$ cat config.mk
export PLATFORM = sky130hd
export DESIGN_NAME = agu_arbiter_flat
export DESIGN_NICKNAME = d
export VERILOG_FILES = /design/src/rtl/agu_arbiter_if.sv /design/src/rtl/agu_arbiter.sv /design/src/flat_wrapper.sv
export SDC_FILE = /design/constraint.sdc
export NUM_CORES = 1
export LEC_CHECK = 0
export CAP_MARGIN = 20
export CELL_PAD_IN_SITES_DETAIL_PLACEMENT = 1
export CELL_PAD_IN_SITES_GLOBAL_PLACEMENT = 1
export CORE_UTILIZATION = 44
export CTS_CLUSTER_SIZE = 30
export DETAILED_ROUTE_END_ITERATION = 8
export DONT_BUFFER_PORTS = 1
export PLACE_DENSITY = 0.9
export SETUP_SLACK_MARGIN = 0.02
export SLEW_MARGIN = 20
export SYNTH_ARGS = -nofsm -noshare
export SYNTH_HDL_FRONTEND = slang
export SYNTH_SLANG_ARGS = --single-unit
$ cat constraint.sdc
create_clock -name clk -period 3.6 [get_ports clk]
set_input_delay 0.36 -clock clk [delete_from_list [all_inputs] [get_ports clk]]
set_output_delay 0.36 -clock clk [all_outputs]
set_load 0.03 [all_outputs]
$ cat src/rtl/agu_arbiter_if.sv
// AGU arbiter bus interface: requester offers, AGU issue/return, response routing
// and status. The master modport is the environment side, slave is the arbiter.
interface agu_arbiter_if #(
    parameter int unsigned NUM_REQ      = 2,
    parameter int unsigned MAX_INFLIGHT = 4,
    parameter int unsigned TAG_WIDTH    = 5
);
    localparam int unsigned CNT_W = $clog2(MAX_INFLIGHT + 1);

    typedef struct packed {
        logic [TAG_WIDTH-1:0] dest_tag;
        logic [15:0]          imm;
    } instruction_t;

    typedef struct packed {
        logic                 is_valid;
        logic [TAG_WIDTH-1:0] dest_tag;
        logic [31:0]          data;
    } writeback_packet_t;

    logic                 flush;
    logic [NUM_REQ-1:0]   req_rdy;
    instruction_t         req_pkt [NUM_REQ];
    logic [NUM_REQ-1:0]   req_grant;
    logic                 agu_rdy;
    logic                 agu_valid;
    instruction_t         agu_pkt;
    writeback_packet_t    agu_port;
    logic [NUM_REQ-1:0]   resp_valid;
    writeback_packet_t    resp_pkt;
    logic [TAG_WIDTH-1:0] rob_head;
    logic [CNT_W-1:0]     inflight_cnt;
    logic                 tag_err;

    modport master (
        output flush, req_rdy, req_pkt, agu_rdy, agu_port, rob_head,
        input  req_grant, agu_valid, agu_pkt, resp_valid, resp_pkt, inflight_cnt, tag_err
    );

    modport slave (
        input  flush, req_rdy, req_pkt, agu_rdy, agu_port, rob_head,
        output req_grant, agu_valid, agu_pkt, resp_valid, resp_pkt, inflight_cnt, tag_err
    );
endinterface

$ cat src/rtl/agu_arbiter.sv
// AGU arbiter: picks one ready reservation station per cycle, tracks ownership of
// in-order AGU results in an owner FIFO and routes each result back to its owner.
// Optional feature: define AGU_ARB_AGE_PRIO_EN to arbitrate by age relative to
// rob_head instead of round-robin.
module agu_arbiter #(
    parameter int unsigned NUM_REQ      = 2,
    parameter int unsigned MAX_INFLIGHT = 4,
    parameter int unsigned TAG_WIDTH    = 5
) (
    input logic         clk,
    input logic         rst,
    agu_arbiter_if.slave bus
);
    localparam int unsigned IDX_W = (NUM_REQ > 1) ? $clog2(NUM_REQ) : 1;
    localparam int unsigned PTR_W = (MAX_INFLIGHT > 1) ? $clog2(MAX_INFLIGHT) : 1;
    localparam int unsigned CNT_W = $clog2(MAX_INFLIGHT + 1);

    typedef enum logic [1:0] {StIdle, StBusy, StDrain} state_e;

    state_e                state_q;
    logic [IDX_W-1:0]      owner_q [MAX_INFLIGHT];
    logic [TAG_WIDTH-1:0]  tag_q   [MAX_INFLIGHT];
    logic [MAX_INFLIGHT-1:0] squash_q;
    logic [PTR_W-1:0]      rd_ptr_q, wr_ptr_q;
    logic [CNT_W-1:0]      cnt_q, cnt_d;
    logic                  tag_err_q;

    logic                  fifo_empty, fifo_full;
    logic                  pop, stray, tag_ok, issue;
    logic [IDX_W-1:0]      gnt_idx;
    logic                  gnt_found;

`ifdef AGU_ARB_AGE_PRIO_EN
    // Oldest-first: smallest modular distance from rob_head wins, lowest index on ties.
    always_comb begin
        logic [TAG_WIDTH-1:0] dist;
        logic [TAG_WIDTH-1:0] best;
        dist      = '0;
        best      = '1;
        gnt_idx   = '0;
        gnt_found = 1'b0;
        for (int unsigned i = 0; i < NUM_REQ; i++) begin
            dist = bus.req_pkt[IDX_W'(i)].dest_tag - bus.rob_head;
            if (bus.req_rdy[IDX_W'(i)] && (!gnt_found || dist < best)) begin
                gnt_found = 1'b1;
                best      = dist;
                gnt_idx   = IDX_W'(i);
            end
        end
    end
`else
    logic [IDX_W-1:0] rr_ptr_q;

    // Round-robin: first ready requester at or above rr_ptr, wrapping.
    always_comb begin
        int unsigned cand;
        cand      = 0;
        gnt_idx   = '0;
        gnt_found = 1'b0;
        for (int unsigned off = 0; off < NUM_REQ; off++) begin
            cand = (32'(rr_ptr_q) + off) % NUM_REQ;
            if (!gnt_found && bus.req_rdy[IDX_W'(cand)]) begin
                gnt_found = 1'b1;
                gnt_idx   = IDX_W'(cand);
            end
        end
    end
`endif

    // Issue qualification, FIFO pop/error detection and combinational outputs.
    always_comb begin
        fifo_empty = (cnt_q == '0);
        fifo_full  = (cnt_q == CNT_W'(MAX_INFLIGHT));
        // A full FIFO blocks issue even if a pop frees a slot this cycle.
        issue = !rst && (state_q != StDrain) && !bus.flush && bus.agu_rdy && !fifo_full &&
                gnt_found;
        pop    = bus.agu_port.is_valid && !fifo_empty;
        stray  = bus.agu_port.is_valid && fifo_empty;
        tag_ok = (tag_q[rd_ptr_q] == bus.agu_port.dest_tag);

        bus.req_grant = issue ? (NUM_REQ'(1) << gnt_idx) : '0;
        bus.agu_valid = issue;
        bus.agu_pkt   = issue ? bus.req_pkt[gnt_idx] : '0;
        // Squashed entries (flushed or draining) and the flush cycle itself never respond.
        bus.resp_valid = (!rst && pop && tag_ok && !squash_q[rd_ptr_q] && !bus.flush) ?
                         (NUM_REQ'(1) << owner_q[rd_ptr_q]) : '0;
        bus.resp_pkt     = bus.agu_port;
        bus.inflight_cnt = cnt_q;
        bus.tag_err      = tag_err_q;

        unique case ({issue, pop})
            2'b10:   cnt_d = cnt_q + CNT_W'(1);
            2'b01:   cnt_d = cnt_q - CNT_W'(1);
            default: cnt_d = cnt_q;
        endcase
    end

    // Control FSM: flush dominates, otherwise leave BUSY/DRAIN once nothing is outstanding.
    always_ff @(posedge clk) begin
        if (rst) begin
            state_q <= StIdle;
        end else if (bus.flush) begin
            state_q <= (cnt_d != '0) ? StDrain : StIdle;
        end else begin
            unique case (state_q)
                StIdle:  if (issue) state_q <= StBusy;
                StBusy:  if (cnt_d == '0) state_q <= StIdle;
                StDrain: if (cnt_d == '0) state_q <= StIdle;
                default: state_q <= StIdle;
            endcase
        end
    end

    // Owner FIFO, occupancy counter, sticky error flag and round-robin pointer.
    always_ff @(posedge clk) begin
        if (rst) begin
            for (int unsigned k = 0; k < MAX_INFLIGHT; k++) begin
                owner_q[k] <= '0;
                tag_q[k]   <= '0;
            end
            squash_q  <= '0;
            rd_ptr_q  <= '0;
            wr_ptr_q  <= '0;
            cnt_q     <= '0;
            tag_err_q <= 1'b0;
`ifndef AGU_ARB_AGE_PRIO_EN
            rr_ptr_q  <= '0;
`endif
        end else begin
            if (issue) begin
                owner_q[wr_ptr_q]  <= gnt_idx;
                tag_q[wr_ptr_q]    <= bus.req_pkt[gnt_idx].dest_tag;
                squash_q[wr_ptr_q] <= 1'b0;
                wr_ptr_q <= (wr_ptr_q == PTR_W'(MAX_INFLIGHT - 1)) ? '0 : wr_ptr_q + PTR_W'(1);
`ifndef AGU_ARB_AGE_PRIO_EN
                rr_ptr_q <= (gnt_idx == IDX_W'(NUM_REQ - 1)) ? '0 : gnt_idx + IDX_W'(1);
`endif
            end
            if (pop) begin
                rd_ptr_q <= (rd_ptr_q == PTR_W'(MAX_INFLIGHT - 1)) ? '0 : rd_ptr_q + PTR_W'(1);
            end
            // Flush never coincides with issue, so squashing every slot is safe.
            if (bus.flush) begin
                squash_q <= '1;
            end
            cnt_q <= cnt_d;
            if (stray || (pop && !tag_ok)) begin
                tag_err_q <= 1'b1;
            end
        end
    end
endmodule
$ cat src/flat_wrapper.sv
// flat-port wrapper written by rule: the top's interface ports become plain ports
module agu_arbiter_flat 
#(
    parameter int unsigned NUM_REQ      = 2,
    parameter int unsigned MAX_INFLIGHT = 4,
    parameter int unsigned TAG_WIDTH    = 5
)
  (clk, rst, bus_flush, bus_req_rdy, bus_req_pkt, bus_agu_rdy, bus_agu_port, bus_rob_head, bus_req_grant, bus_agu_valid, bus_agu_pkt, bus_resp_valid, bus_resp_pkt, bus_inflight_cnt, bus_tag_err);
  agu_arbiter_if #(.NUM_REQ(NUM_REQ), .MAX_INFLIGHT(MAX_INFLIGHT), .TAG_WIDTH(TAG_WIDTH)) bus_i ();
  input logic clk;
  input logic rst;
  input wire logic [$bits(bus_i.flush)-1:0] bus_flush;
  input wire logic [$bits(bus_i.req_rdy)-1:0] bus_req_rdy;
  input wire logic [$bits(bus_i.req_pkt)-1:0] bus_req_pkt;
  input wire logic [$bits(bus_i.agu_rdy)-1:0] bus_agu_rdy;
  input wire logic [$bits(bus_i.agu_port)-1:0] bus_agu_port;
  input wire logic [$bits(bus_i.rob_head)-1:0] bus_rob_head;
  output wire logic [$bits(bus_i.req_grant)-1:0] bus_req_grant;
  output wire logic [$bits(bus_i.agu_valid)-1:0] bus_agu_valid;
  output wire logic [$bits(bus_i.agu_pkt)-1:0] bus_agu_pkt;
  output wire logic [$bits(bus_i.resp_valid)-1:0] bus_resp_valid;
  output wire logic [$bits(bus_i.resp_pkt)-1:0] bus_resp_pkt;
  output wire logic [$bits(bus_i.inflight_cnt)-1:0] bus_inflight_cnt;
  output wire logic [$bits(bus_i.tag_err)-1:0] bus_tag_err;
  assign bus_i.flush = bus_flush;
  assign bus_i.req_rdy = bus_req_rdy;
  assign bus_i.req_pkt = {>>{bus_req_pkt}};
  assign bus_i.agu_rdy = bus_agu_rdy;
  assign bus_i.agu_port = bus_agu_port;
  assign bus_i.rob_head = bus_rob_head;
  assign bus_req_grant = bus_i.req_grant;
  assign bus_agu_valid = bus_i.agu_valid;
  assign bus_agu_pkt = bus_i.agu_pkt;
  assign bus_resp_valid = bus_i.resp_valid;
  assign bus_resp_pkt = bus_i.resp_pkt;
  assign bus_inflight_cnt = bus_i.inflight_cnt;
  assign bus_tag_err = bus_i.tag_err;
  agu_arbiter #(.NUM_REQ(NUM_REQ), .MAX_INFLIGHT(MAX_INFLIGHT), .TAG_WIDTH(TAG_WIDTH)) u_core (.clk(clk), .rst(rst), .bus(bus_i));
endmodule
==> results of run 1 <==
## power by group
group / internal (W) / leakage (nW) / switching [W]
clock: 0.000206 / 0.0552 / 0.000153
sequential: 0.000535 / 0.388 / 0.0000552
combinational: 0.0000987 / 0.508 / 0.000158
total: 0.000839 / 0.950 / 0.000366
## final cells by class
type                            count  area (um2)
Clock inverter                      2        35.0
Timing Repair Buffer                4        30.0
Inverter                            8        30.0
Sequential cell                    41        1060
Fill cell                         645        3110
Clock buffer                        6        72.6
Tap cell                           72        90.1
Multi-Input combinational cell    184        1140
## metrics by stage
| step | instances | power, W | setup WS, ns | hold WS, ns |
|---|---|---|---|---|
| 2_1_floorplan | 284 | 0.000877 | 0.573 | 0.451 |
| 5_1_grt | 317 | 0.00127 | 0.182 | 0.121 |
| 6_report | 317 | 0.00121 | 0.392 | 0.132 |
| 3_5_place_dp | 309 | 0.000857 | 0.440 | 0.436 |
| 4_1_cts | 317 | 0.00122 | 0.365 | 0.127 |
| 3_3_place_gp | 309 | 0.000830 | 0.725 | 0.434 |
## sequential cells by signal, indices dropped and copies added, names as in the netlist, named ones only
| register | cells |
|---|---|
| u_core.state_q | 2 |
| u_core.rd_ptr_q | 2 |
| u_core.bus.inflight_cnt | 3 |
| u_core.wr_ptr_q | 2 |
| u_core.tag_q | 20 |
| u_core.bus.tag_err | 1 |
| u_core.rr_ptr_q | 1 |
| u_core.squash_q | 4 |
| u_core.owner_q | 4 |
## critical path: cells and delay by family (launching register included)
family                     cells  cell delay [ns]
AOI/OAI and AO/OA              4             1.16
adders and majority gates      2             0.61
and+or+nand+nor                2             0.59
DFF                            1             0.48
xor gates and xnor gates       1             0.16
buffers and inverters          1             0.07
## final timing paths
kind | to | start
setup / recovery | u_core.state_q[0] | u_core.bus.inflight_cnt[0]
hold / removal | u_core.state_q[1] | rst
setup reg to reg | u_core.state_q[0] | u_core.bus.inflight_cnt[0]
hold reg to reg | u_core.rr_ptr_q | u_core.rr_ptr_q
## cell families (layout without fill, tap and decap cells)
group	count (synthesis)	in the layout	share of synthesized area, %
muxes	19	19	8.50
and+or+nand+nor	107	107	17.8
adders and majority gates	9	9	4.66
AOI/OAI and AO/OA	37	37	9.28
xor gates and xnor gates	12	12	4.08
DFF	41	41	41.2
buffers and inverters	59	20	14.5
## synthesized netlist by cell type (2+ instances only)
master    count
nand2b_1      4
nor3b_1       2
nor3_1        5
inv_1         7
clkbuf_1     11
nand2_1      42
buf_4        38
dfxtp_1      17
o21a_1        2
nor2_1       48
mux2i_1      17
xor2_1        6
edfxtp_1     24
xnor2_1       6
ha_1          8
o31ai_1       3
a21oi_1      24
## layer usage
metal / vias up / track usage, % / share of wire [%]
met5: - / 0 / 0
met4: 0 / 10.9 / 3.1
met3: 29 / 4.88 / 7.5
met2: 101 / 36.0 / 50
met1: 853 / 21.7 / 39
li1: 839 / - / -
==> results.md, run 1 <==
- FF-to-FF setup slack: 0.39 ns
- # Post-CTS Setup Buffers: 0
- Mapped Cells: 284
- Vias in the first global route: 1880
- Site row count: 27
- H-tree depth: 2
- Synth-to-Final Area Change: -4.32%
- Slowest stage delay, CP: 0.48 ns
- Vias: 1822
- Crit path max fanout: 7
- Antenna Cells: 0
- Synth top area share: 28.0%
- Post-placement cell area: 2360 um2
- IO Port Bufs: 0
- WP data required: 3.75 ns
- Mean post-synth cell area: 9.07 um2
- Seq/Total Area, Yosys: 41.2%
- Endpoints failing setup: 0
- Slew Limit Fails: 0
- Die span in y: 78.5 um
- Post-Syn Area: 2570 um2
- Post-Route Setup TNS: 0 ns
- Static Leakage: 0.950 nW
- Routed WL per cell: 18.7 um
- Post-synth EDFFs: 24
- Hold Crit Class: in -> reg
- Final Cell Area: 2460 um2
- DRC Markers: 0
- Post-synth ARST share: 0%
- CTS resizes: 0
- Die width: 78.5 um
- Net count, final: 344
- Synth top area cells: edfxtp_1, dfxtp_1, buf_4, nor2_1, mux2i_1
- Total Wirelength: 5940 um
- CP endpoint kind: flip-flop
- Antenna Violating Nets Remaining: 0
- GRT Util Overall: 20.1%
- Most frequent cells in the layout: nor2_1, nand2_1, a21oi_1, edfxtp_1
- Area leader, netlist: edfxtp_1
- CTS buffer count: 5
- Clock Skews: 0.00856 ns
- Seq cells post-synth: 41
- Tcrit/Tclk final: 89.1%
- Drt pass-1 iters: 4
- Kind of critical path: reg -> reg
- Die ar.: 6160 um2
- Syn nets: 384
- Largest net degree at the start of global routing: 33
- Syn. warnings: 0
- Routability cong.: 0.737
- Slew HR: 50.1%
- HPWL Detailed: 4690 um
- Remaining Overflow, GRT: 0
- Initial Util: 46.2%
- Via density: 5.75
- Hold Violations, Final: 0
- Status: finished, final reports clean
- CTS sink count: 41
- Tmin final: 3.21 ns
- Clock Latency Late Sink: 0.29 ns
- Tightest Pin Transition: 0.751 ns
- Hold path depth: 1
- Critical path launch point type: flip-flop
- First-pass GRT wire length: 9520 um
- RSZ-0062 raised after global routing: false
- Top-Level Pins: 159
- Worst vdd ir: 192 uV
- Cts hold-fix bufs: 0
- Final Core Density: 44.2%
- MaxCap Viol Count: 0
- Power Density: 489 nW/um2
- Commonest non-fill, non-tap cell in the layout: nor2_1
- Cells along the critical path: nor3_1 > nand2b_1 > inv_1 > ha_1 > fa_1 > xnor2_1 > o21a_1 > o31ai_1 > a21oi_1 > a2111oi_0
- CTS root buf: clkbuf_8
- FMAX: 0.312 GHz
- Initial DRC count: 44
- Clock Path Buffers: 2
- Netlist cell types: 37
- Core area: 5570 um2
- Top FF cell, synth: edfxtp_1
- Depth of the worst register-to-register path: 10
- CP max-delay cell: dfxtp_1
- TritonCTS clock tree: done
- Share of layout cells above drive strength 1: 7.76%
- Antenna violations before repair: 0
- Reg clk slew, reported paths: 0.08 ns
- Data arrival time of the worst path: 3.36 ns
Power figures use the tool's default switching activity.
==> inputs of run 2 (changes only) <==
Settings changed: CELL_PAD_IN_SITES_DETAIL_PLACEMENT 1 to not set, CELL_PAD_IN_SITES_GLOBAL_PLACEMENT 1 to not set, CORE_UTILIZATION 44 to 45, PLACE_DENSITY 0.9 to 0.71, REMOVE_ABC_BUFFERS set to 1.
==> run 2 against run 1 <==
Combinational power is 6% lower. Clock power is 20% lower. Sequential share of layout area is 0.44 points higher. Critical path type unchanged. Clock-buffer cell count stayed put. Power is 7.4% lower. Worst setup slack better by 0.26 ns.
==> results.md, run 2 (synthesis results as in run 1) <==
- Antenna violations before repair: 0
- Data arrival time of the worst path: 3.13 ns
- Post-Route Setup TNS: 0 ns
- MaxCap Viol Count: 0
- GRT Util Overall: 20.0%
- Sw Ratio: 31.3%
- Largest net degree at the start of global routing: 33
- RSZ-0062 raised after global routing: false
- Worst vdd ir: 139 uV
- DRC Markers: 0
- Storage element area: 1060 um2
- Status: finished, final reports clean
- Max FFs per register: 20
- CTS sink count: 41
- Critical path launch point type: flip-flop
- Static Leakage: 0.940 nW
- CP endpoint kind: flip-flop
- Hold Violations, Final: 0
- R2r startpoint: u_core.bus.inflight_cnt[0]
- CTS buffer count: 5
- IO Port Bufs: 0
- Share of layout cells above drive strength 1: 7.76%
- Kind of critical path: reg -> reg
- Via density: 5.64
- Site row count: 27
- Top-Level Pins: 159
- Power Internal: 0.000766 W
- Slew HR: 49.1%
- CP startpoint: u_core.bus.inflight_cnt[0]
- Antenna Violating Nets Remaining: 0
- Hold Crit Class: in -> reg
- Hold path startpoint: rst
- Crit path max fanout: 7
- CTS resizes: 0
- P_sw: 0.000350 W
- Slew Limit Fails: 0
- Tcrit/Tclk final: 81.9%
- Post-placement setup slack: 0.672 ns
- Reg clk slew, reported paths: 0.08 ns
- Clock Skews: 0.00677 ns
- # Post-CTS Setup Buffers: 0
- Die span in y: 77.6 um
- Commonest non-fill, non-tap cell in the layout: nor2_1
- Fillers: 511
- HPWL Detailed: 4410 um
- Vias in the first global route: 1656
- Most frequent cells in the layout: nor2_1, nand2_1, a21oi_1, edfxtp_1
- FMAX: 0.339 GHz
- Drt pass-1 iters: 5
- Largest regs: u_core.tag_q (20), u_core.owner_q (4), u_core.squash_q (4)
- Routed WL per cell: 18.4 um
- Register share of total power: 52.6%
- Clock Path Buffers: 2
- Net count, final: 344
- TritonCTS clock tree: done
- First-pass GRT wire length: 8770 um
- Die ar.: 6030 um2
- Endpoints failing setup: 0
- Clock Latency Late Sink: 0.29 ns
- Synth-to-Final Area Change: -5.30%
- Vias: 1789
- Die width: 77.6 um
- H-tree depth: 2
- CTS root buf: clkbuf_8
- Total Wirelength: 5830 um
- Tightest Pin Transition: 0.767 ns
- Antenna Cells: 0
- Power Density: 458 nW/um2
- Cts hold-fix bufs: 0
- Routability cong.: 0.754
- WP data required: 3.78 ns
- Register with the most flip-flops: u_core.tag_q
- Tmin final: 2.95 ns
- Area occupied by multi-input gates: 1140 um2
- Gate power share: 21.7%
- Clock network power share: 25.7%
- Initial DRC count: 96
- Remaining Overflow, GRT: 0
- Setup WS post-layout: 0.652 ns
- Initial Util: 46.8%
- Core area: 5510 um2
[run 2: critical path, cell delays in order (launching register included)]
cell       delay, ns
dfxtp_1         0.48
nor3_1          0.31
nand2b_1        0.25
inv_1           0.07
ha_1            0.22
fa_1            0.38
xnor2_1         0.15
o21a_1          0.20
o31ai_1         0.31
a21oi_1         0.12
a2111oi_0       0.36
[run 2: routing by layer]
metal  track usage (%)  routed length, um  vias up
met5              8.18                  0        -
met4              6.79                 38        0
met3              15.5               1000        4
met2              29.3               2530      129
met1              21.2               2260      821
li1                  -                  -      835
[run 2: area by class of cell]
cell class	count	share of cell area, %
sequential	41	43.5
clock buffer	6	2.98
tap	72	3.69
clock inverter	2	0.410
multi-input combinational	184	46.9
inverter	8	1.23
timing repair buffer	4	1.23
[run 2: worst paths after layout]
path | to | depth (start not counted) | slack, ns
worst max-delay path | u_core.state_q[0] | 10 | 0.65
worst min register to register | u_core.squash_q[2] | 2 | 0.49
worst max register to register | u_core.state_q[0] | 10 | 0.65
worst min-delay path | u_core.state_q[1] | 1 | 0.13
[run 2: power by group through the flow]
stage               logic [W]  clock network (W)  registers, W
global route         0.000274           0.000315      0.000594
finish               0.000242           0.000287      0.000587
floorplan            0.000203                  0      0.000588
CTS                  0.000244           0.000292      0.000587
detailed placement   0.000242                  0      0.000598
global placement     0.000233                  0      0.000595
[run 2: stage by stage]
step           utilization, %  std cells  cell area [um2]  hold WS [ns]  total power [W]
6_report                 44.3        317             2440         0.127          0.00112
5_1_grt                  44.3        317             2440         0.109          0.00118
4_1_cts                  44.3        317             2440         0.115          0.00112
3_5_place_dp             42.8        309             2360         0.436         0.000840
3_3_place_gp             42.8        309             2360         0.434         0.000828
2_1_floorplan               -        233             2230         0.432         0.000790
==> inputs of run 3 (changes only) <==
Settings changed: PLACE_DENSITY 0.71 to 0.73.
Clock period 3.6 ns to 2.6 ns, I/O delays scaled along.
==> run 3 against run 2 <==
The run now ends with design-rule violations, negative setup slack left. Critical path depth rose by 1. Register-to-register slack lost 0.72 ns. Fmax is 10% higher. First-iteration DRC count is 43% higher. Design area is 19% higher. Worst setup slack got worse by 0.72 ns. Clock power up 88%.
==> results.md, run 3 (synthesis results as in run 1) <==
- Initial DRC count: 137
- Initial Util: 46.8%
- RSZ-0062 raised after global routing: true
- Antenna Cells: 0
- Largest regs: u_core.tag_q (20), u_core.owner_q (4), u_core.squash_q (4)
- GRT Util Overall: 21.2%
- CTS buffer count: 5
- Antenna violations before repair: 0
- CTS root buf: clkbuf_8
- Remaining Overflow, GRT: 0
- Max FFs per register: 20
- Core area: 5510 um2
- Endpoints failing setup: 2
- Die ar.: 6030 um2
- Inst Count DP: 344
- Tcrit/Tclk final: 103%
- IO Port Bufs: 0
- Setup WS post-layout: -0.0706 ns
- Hold Crit Class: in -> reg
- Slew HR: 58.0%
- CP max-delay cell: fa_2
- Drt pass-1 iters: 9
- Worst vdd ir: 248 uV
- Vias: 1971
- Total Wirelength: 6430 um
- Net count, final: 386
- Clock Path Buffers: 2
- Share of layout cells above drive strength 1: 27.5%
- Slew Limit Fails: 0
- Status: finished with violations
- Cells along the critical path: inv_2 > ha_4 > nor4b_4 > o211ai_2 > ha_2 > fa_2 > nor3b_2 > a21oi_2 > o31ai_4 > buf_4 > a2111oi_4
- Commonest non-fill, non-tap cell in the layout: nor2_1
- Post-Route Setup TNS: -0.0869 ns
- DRC Markers: 2
- Tmin final: 2.67 ns
- Routability cong.: 0.815
- Critical path launch point type: flip-flop
- Site row count: 27
- Synth-to-Final Area Change: 13.0%
- WP data required: 2.81 ns
- Tightest Pin Transition: 0.630 ns
- Kind of critical path: reg -> reg
- Post-Layout Cell Count: 359
- Buffers & Inverters on Critical Path: 2
- Antenna Violating Nets Remaining: 0
- Hold Violations, Final: 0
- MaxCap Viol Count: 0
- Post-placement cell area: 2620 um2
- Top Family by Delay on Critical Path: adder cells
- TritonCTS clock tree: done
- First-pass GRT wire length: 9360 um
- FMAX: 0.374 GHz
- CP endpoint kind: flip-flop
- Hold WS: 0.00902 ns
- Routed WL per cell: 17.9 um
- Post-placement setup slack: -0.341 ns
- CTS sink count: 41
- Power Density: 654 nW/um2
- Crit path max fanout: 2
- Largest net degree at the start of global routing: 33
- Clock Skews: 0.0117 ns
- Data arrival time of the worst path: 2.88 ns
- Clock Latency Late Sink: 0.31 ns
- Failing checks: design-rule violations, negative setup slack
- Reg clk slew, reported paths: 0.09 ns
- Die width: 77.6 um
- Register with the most flip-flops: u_core.tag_q
- Vias in the first global route: 1870
- Die span in y: 77.6 um
- Most frequent cells in the layout: nor2_1, buf_4, nand2_1
- H-tree depth: 2
- Top-Level Pins: 159
- Final Cell Area: 2910 um2
- Static Leakage: 1.18 nW
- HPWL Detailed: 4550 um
- Via density: 5.49
- Slowest stage delay, CP: 0.54 ns
-- run 3: cell count changes in the layout (fill, tap and decap cells not counted), moves of 2 or more --
| cell | before | now |
|---|---|---|
| dfxtp_2 | 0 | 4 |
| buf_4 | 4 | 46 |
| nor3_4 | 0 | 2 |
| nor3_1 | 5 | 3 |
| dfxtp_1 | 17 | 13 |
| ha_1 | 8 | 6 |
| a21oi_2 | 0 | 2 |
| clkinv_2 | 2 | 0 |
| a21oi_1 | 24 | 22 |
-- run 3: final timing paths --
check                          start            endpoint  slack (ns)  cells past startpoint
setup / recovery   u_core.state_q[0]   u_core.state_q[0]       -0.07                     11
hold / removal             bus_flush   u_core.state_q[0]       0.009                      1
setup reg to reg   u_core.state_q[0]   u_core.state_q[0]       -0.07                     11
hold reg to reg   u_core.squash_q[1]  u_core.squash_q[1]        0.50                      2
-- run 3: routing by layer --
layer	up-vias	GRT usage, %	share of wire (%)
met5	-	0	0
met4	0	7.92	1.6
met3	9	13.1	15
met2	134	32.6	45
met1	907	23.6	39
li1	921	-	-
-- run 3: layout make-up --
class | count | area [um2]
tap | 72 | 90.1
clock buffer | 6 | 82.6
multi-input combinational | 184 | 1260
sequential | 41 | 1070
inverter | 8 | 30.0
fill | 451 | 2600
timing repair buffer | 46 | 345
clock inverter | 2 | 37.5
-- run 3: timing repair --
| item | CTS | global route |
|---|---|---|
| hold buffers | 0 | 0 |
| resized for setup | 17 | 8 |
| buffers inserted | 5 | 2 |
| pin swaps | 10 | 5 |
| setup endpoints to repair | 2 | 4 |
-- run 3: per-stage QoR --
step	util (%)	total power [W]
floorplan	-	0.00109
global placement	47.6	0.00122
detailed placement	47.6	0.00124
CTS	51.8	0.00183
global route	52.9	0.00198
finish	52.9	0.00190
-- run 3: where the power goes --
part	internal (W)	switching (W)
combinational	0.000266	0.000305
sequential	0.000742	0.0000502
clock	0.000312	0.000227
total	0.00132	0.000582
==> edit 1: new RTL, config.mk and constraints of run 1 <==
The 3 states of `state_e` get a one-hot encoding in 3 bits.
--- a/src/rtl/agu_arbiter.sv
+++ b/src/rtl/agu_arbiter.sv
@@ -17,3 +17,3 @@
 
-    typedef enum logic [1:0] {StIdle, StBusy, StDrain} state_e;
+    typedef enum logic [2:0] {StIdle = 3'b001, StBusy = 3'b010, StDrain = 3'b100} state_e;
 
Formal check against the unedited RTL: no difference found for any inputs over 4 cycles, from zero or initial values and one cycle with rst high; so few cycles prove little.
==> edit 1 against run 1 <==
Design area down 2.0%; worst setup slack better by 0.12 ns; clock power decreased by 13%; wire length decreased by 3.1%; sequential cell count is 1 higher; count of clock-buffer cells in the layout rose by 1; power is 12% lower; area after synthesis fell by 0.63%; maximum frequency grew 3.8%; largest cell class unchanged; largest power group unchanged.
==> edit 1: results (changes against run 1) <==
largest net degree at the start of global routing=22 (-33%); top cells by count, synth=nor2_1 (44), buf_4 (39), edfxtp_1 (24), dfxtp_1 (18); initial antenna violation count=0 (unchanged); Routed WL per cell=19.85 um (+6.0%); crit-path max FO=5 (-2); gp weighted congestion=0.7784 (+5.7%); layout net count=315 (-8.4%); global-route wire length before repair=8.907 mm (-6.5%); Net Count, Synth=352 (-8.3%); leakage=0.8826 nW (-7.1%); placed wire-length estimate=4.600 mm (-1.9%); hold-critical path depth=1 (unchanged); status=finished, final reports clean; Worst Tran Pin Value=0.5988 ns (-0.1524 ns); Starting DRT DRC Count=50 (+14%); hold path endpoint=u_core.squash_q[1]$_SDFFE_PP0P_; VDD IR max=0.0001774 V (-7.5%); Vias per Instance=5.786 (+0.67%); clk_skew=0.005426 ns (-0.003134 ns); Reg2Reg Capture Point=u_core.state_q[1]$_SDFFE_PP0P_; sequential area share after synthesis=0.4225 (+0.01044); synth top area cells=edfxtp_1 (28%), dfxtp_1 (14%), buf_4 (11%); CTS-repair resized insts=0 (unchanged); layout cell share with drive strength beyond 1=0.09174 (+0.01419); GRT Total Usage=0.1989 (-0.002588)
[edit 1: power breakdown]
part	switching [mW]	internal (mW)	leakage, nW
Sequential	0.0352	0.538	0.396
Clock	0.159	0.155	0.0482
Combinational	0.105	0.0669	0.438
Total	0.299	0.760	0.883
[edit 1: layout make-up]
class	count	area, sq um
fill	639	3126
multi-input combinational	155	1082
sequential	42	1081
tap	72	90.09
clock buffer	7	86.33
timing repair buffer	5	37.54
inverter	8	32.53
clock inverter	1	5.005
[edit 1: metrics by stage]
step | setup slack, ns | cells
after global routing | 0.2283 | 290
after floorplan | 0.3849 | 254
final | 0.5089 | 290
after global placement | 0.7365 | 282
after CTS | 0.5297 | 290
after detailed placement | 0.5548 | 282
[edit 1: logic make-up after synthesis]
family / after synthesis / share of synthesized area
buffers and inverters: 57 / 0.1545
xor gates and xnor gates: 13 / 0.04450
AOI/OAI and AO/OA: 36 / 0.1051
DFF: 42 / 0.4225
muxes: 18 / 0.08019
and+or+nand+nor: 81 / 0.1560
adders and majority gates: 7 / 0.03716
[edit 1: routing by layer]
layer  global-route usage  vias up  part of all wire
met5                    0        -                 0
met3              0.03023       26             0.066
met2               0.3553       89              0.50
met4               0.1370        0             0.053
met1               0.2152      788              0.38
li1                     -      775                 -
[edit 1: worst max-delay path, stage by stage (launching register included)]
cell	delay, ns
dfxtp_1	0.57
nor3_1	0.16
nand2b_1	0.26
inv_1	0.11
ha_1	0.18
inv_1	0.06
fa_1	0.37
xor2_1	0.27
xor2_1	0.11
a32oi_1	0.34
nand3b_1	0.12
a2111oi_0	0.41
==> edit 2: new RTL, config.mk and constraints of run 1 <==
Made on the original files. `TAG_WIDTH` is set to 5 in 3 places; all go to 10.
--- a/src/rtl/agu_arbiter_if.sv
+++ b/src/rtl/agu_arbiter_if.sv
@@ -5,3 +5,3 @@
     parameter int unsigned MAX_INFLIGHT = 4,
-    parameter int unsigned TAG_WIDTH    = 5
+    parameter int unsigned TAG_WIDTH    = 10
 );
--- a/src/rtl/agu_arbiter.sv
+++ b/src/rtl/agu_arbiter.sv
@@ -7,3 +7,3 @@
     parameter int unsigned MAX_INFLIGHT = 4,
-    parameter int unsigned TAG_WIDTH    = 5
+    parameter int unsigned TAG_WIDTH    = 10
 ) (
--- a/src/flat_wrapper.sv
+++ b/src/flat_wrapper.sv
@@ -5,3 +5,3 @@
     parameter int unsigned MAX_INFLIGHT = 4,
-    parameter int unsigned TAG_WIDTH    = 5
+    parameter int unsigned TAG_WIDTH    = 10
 )
Ports: changed (5 resized); port bits go from 159 to 189. The function was not compared with the original's and may differ.
==> edit 2 against run 1 <==
Sequential cell count up 20; wire length grew 40%; clock skew is 0.0051 ns lower; area after synthesis rose by 42%; power increased by 46%; critical path depth fell by 2; worst setup slack improved by 0.082 ns; combinational power rose by 9.3%; final cell count is 32% higher; design area increased by 45%; maximum frequency grew 2.6%; critical endpoint is now bus_agu_pkt[18].
==> edit 2: results (changes against run 1) <==
number of flops mapped to enable cells by yosys=44 (+83%); number of synthesized register bits=61 (+49%); WL met1=3.448 mm (+49%); mux share of post-synthesis cell area=0.1043 (+0.01922); met3 usage=0.04634 (-0.002496); status=finished, final reports clean; Critical Path Start=u_core.state_q[0]$_SDFFE_PP0P_; layout net count=430 (+25%); DR WL met3=447 um (+0.90%); Clk power=0.649 mW (+81%); global-route wire length before repair=12.72 mm (+34%); Register Area=1662 sq um (+57%); layout cell share with drive strength beyond 1=0.1429 (+0.06531); comb_multi_in=202 (+9.8%); Synth Area in Compound Gates=0.06173 (-0.03108); largest net degree at the start of global routing=24 (-27%); CTS Buf Count=9 (+4); CP Data Arrival Time=2.77 ns (-0.59 ns); Synth Area in XOR/XNOR=0.02641 (-0.01441); htree depth=3 (+1); Critical path destination=bus_agu_pkt[18]; post-synthesis cell type count=42 (+14%); gp weighted congestion=0.8482 (+15%); Vias per Instance=5.592 (-2.7%); Net Count, Synth=475 (+24%); clock buf count=11 (+5); placed wire-length estimate=6.156 mm (+31%); hold path endpoint=u_core.bus.tag_err$_SDFFE_PP0P_; met1 Use GR=0.2394 (+0.02260); Routed WL per cell=19.88 um (+6.1%); sequential area share after synthesis=0.4554 (+0.04337); R2R Setup Slk=0.58 ns (+0.19 ns); number of fill cells=856 (+33%); GRT Total Usage=0.2008 (-0.0006793); Starting DRT DRC Count=81 (+84%); R2R depth=8 (-2); Post-Synth Adder-Cell Area=0.03292 (-0.01373); top cells by count, synth=buf_4 (44), edfxtp_1 (44), nor2_1 (41), nand2_1 (39), inv_1 (31); met2 routed wirelength=4.094 mm (+37%); CTS max path bufs=2 (unchanged); synth top area cells=edfxtp_1 (36%), dfxtp_1 (9.3%), buf_4 (9.1%); leakage=1.438 nW (+51%); VDD IR max=0.0001541 V (-20%); Largest regs=u_core.tag_q x40, u_core.owner_q x4, u_core.squash_q x4; comb pwr=0.281 mW (+9.3%); met2 usage=0.3364 (-0.02360); NetSw=0.4685 mW (+28%); Non-clk invs=32 (+24); vias in the first global route=2,408 (+28%); later-pin clock latency in the skew report=0.34 ns (+0.05 ns); Worst path slowest cell=or4b_4; 1st-pass router iterations=6 (+2)
## edit 2: cell count changes in the layout (fill, tap and decap cells not counted), moves of 4 or more
cell	change
inv_1	+24
edfxtp_1	+20
mux4_2	+11
nand2b_1	+10
nor2_1	-7
nor2_2	+7
mux2i_1	-6
xor2_1	-5
clkbuf_8	+4
xnor2_1	+4
## edit 2: logic make-up after synthesis
family / Yosys count
DFF: 61
muxes: 23
and+or+nand+nor: 121
adders and majority gates: 9
AOI/OAI and AO/OA: 38
xor gates and xnor gates: 11
buffers and inverters: 92
## edit 2: metrics by stage
stage	setup slack [ns]	cells	area [sq um]	power (mW)	hold WS [ns]
finish	0.4738	417	3571	1.764	0.08423
global route	0.3162	417	3571	1.834	0.07007
CTS	0.4522	417	3571	1.773	0.06956
detailed placement	0.5801	401	3364	1.133	0.4325
global placement	0.6848	401	3364	1.111	0.4328
floorplan	0.6733	355	3649	1.168	0.4444
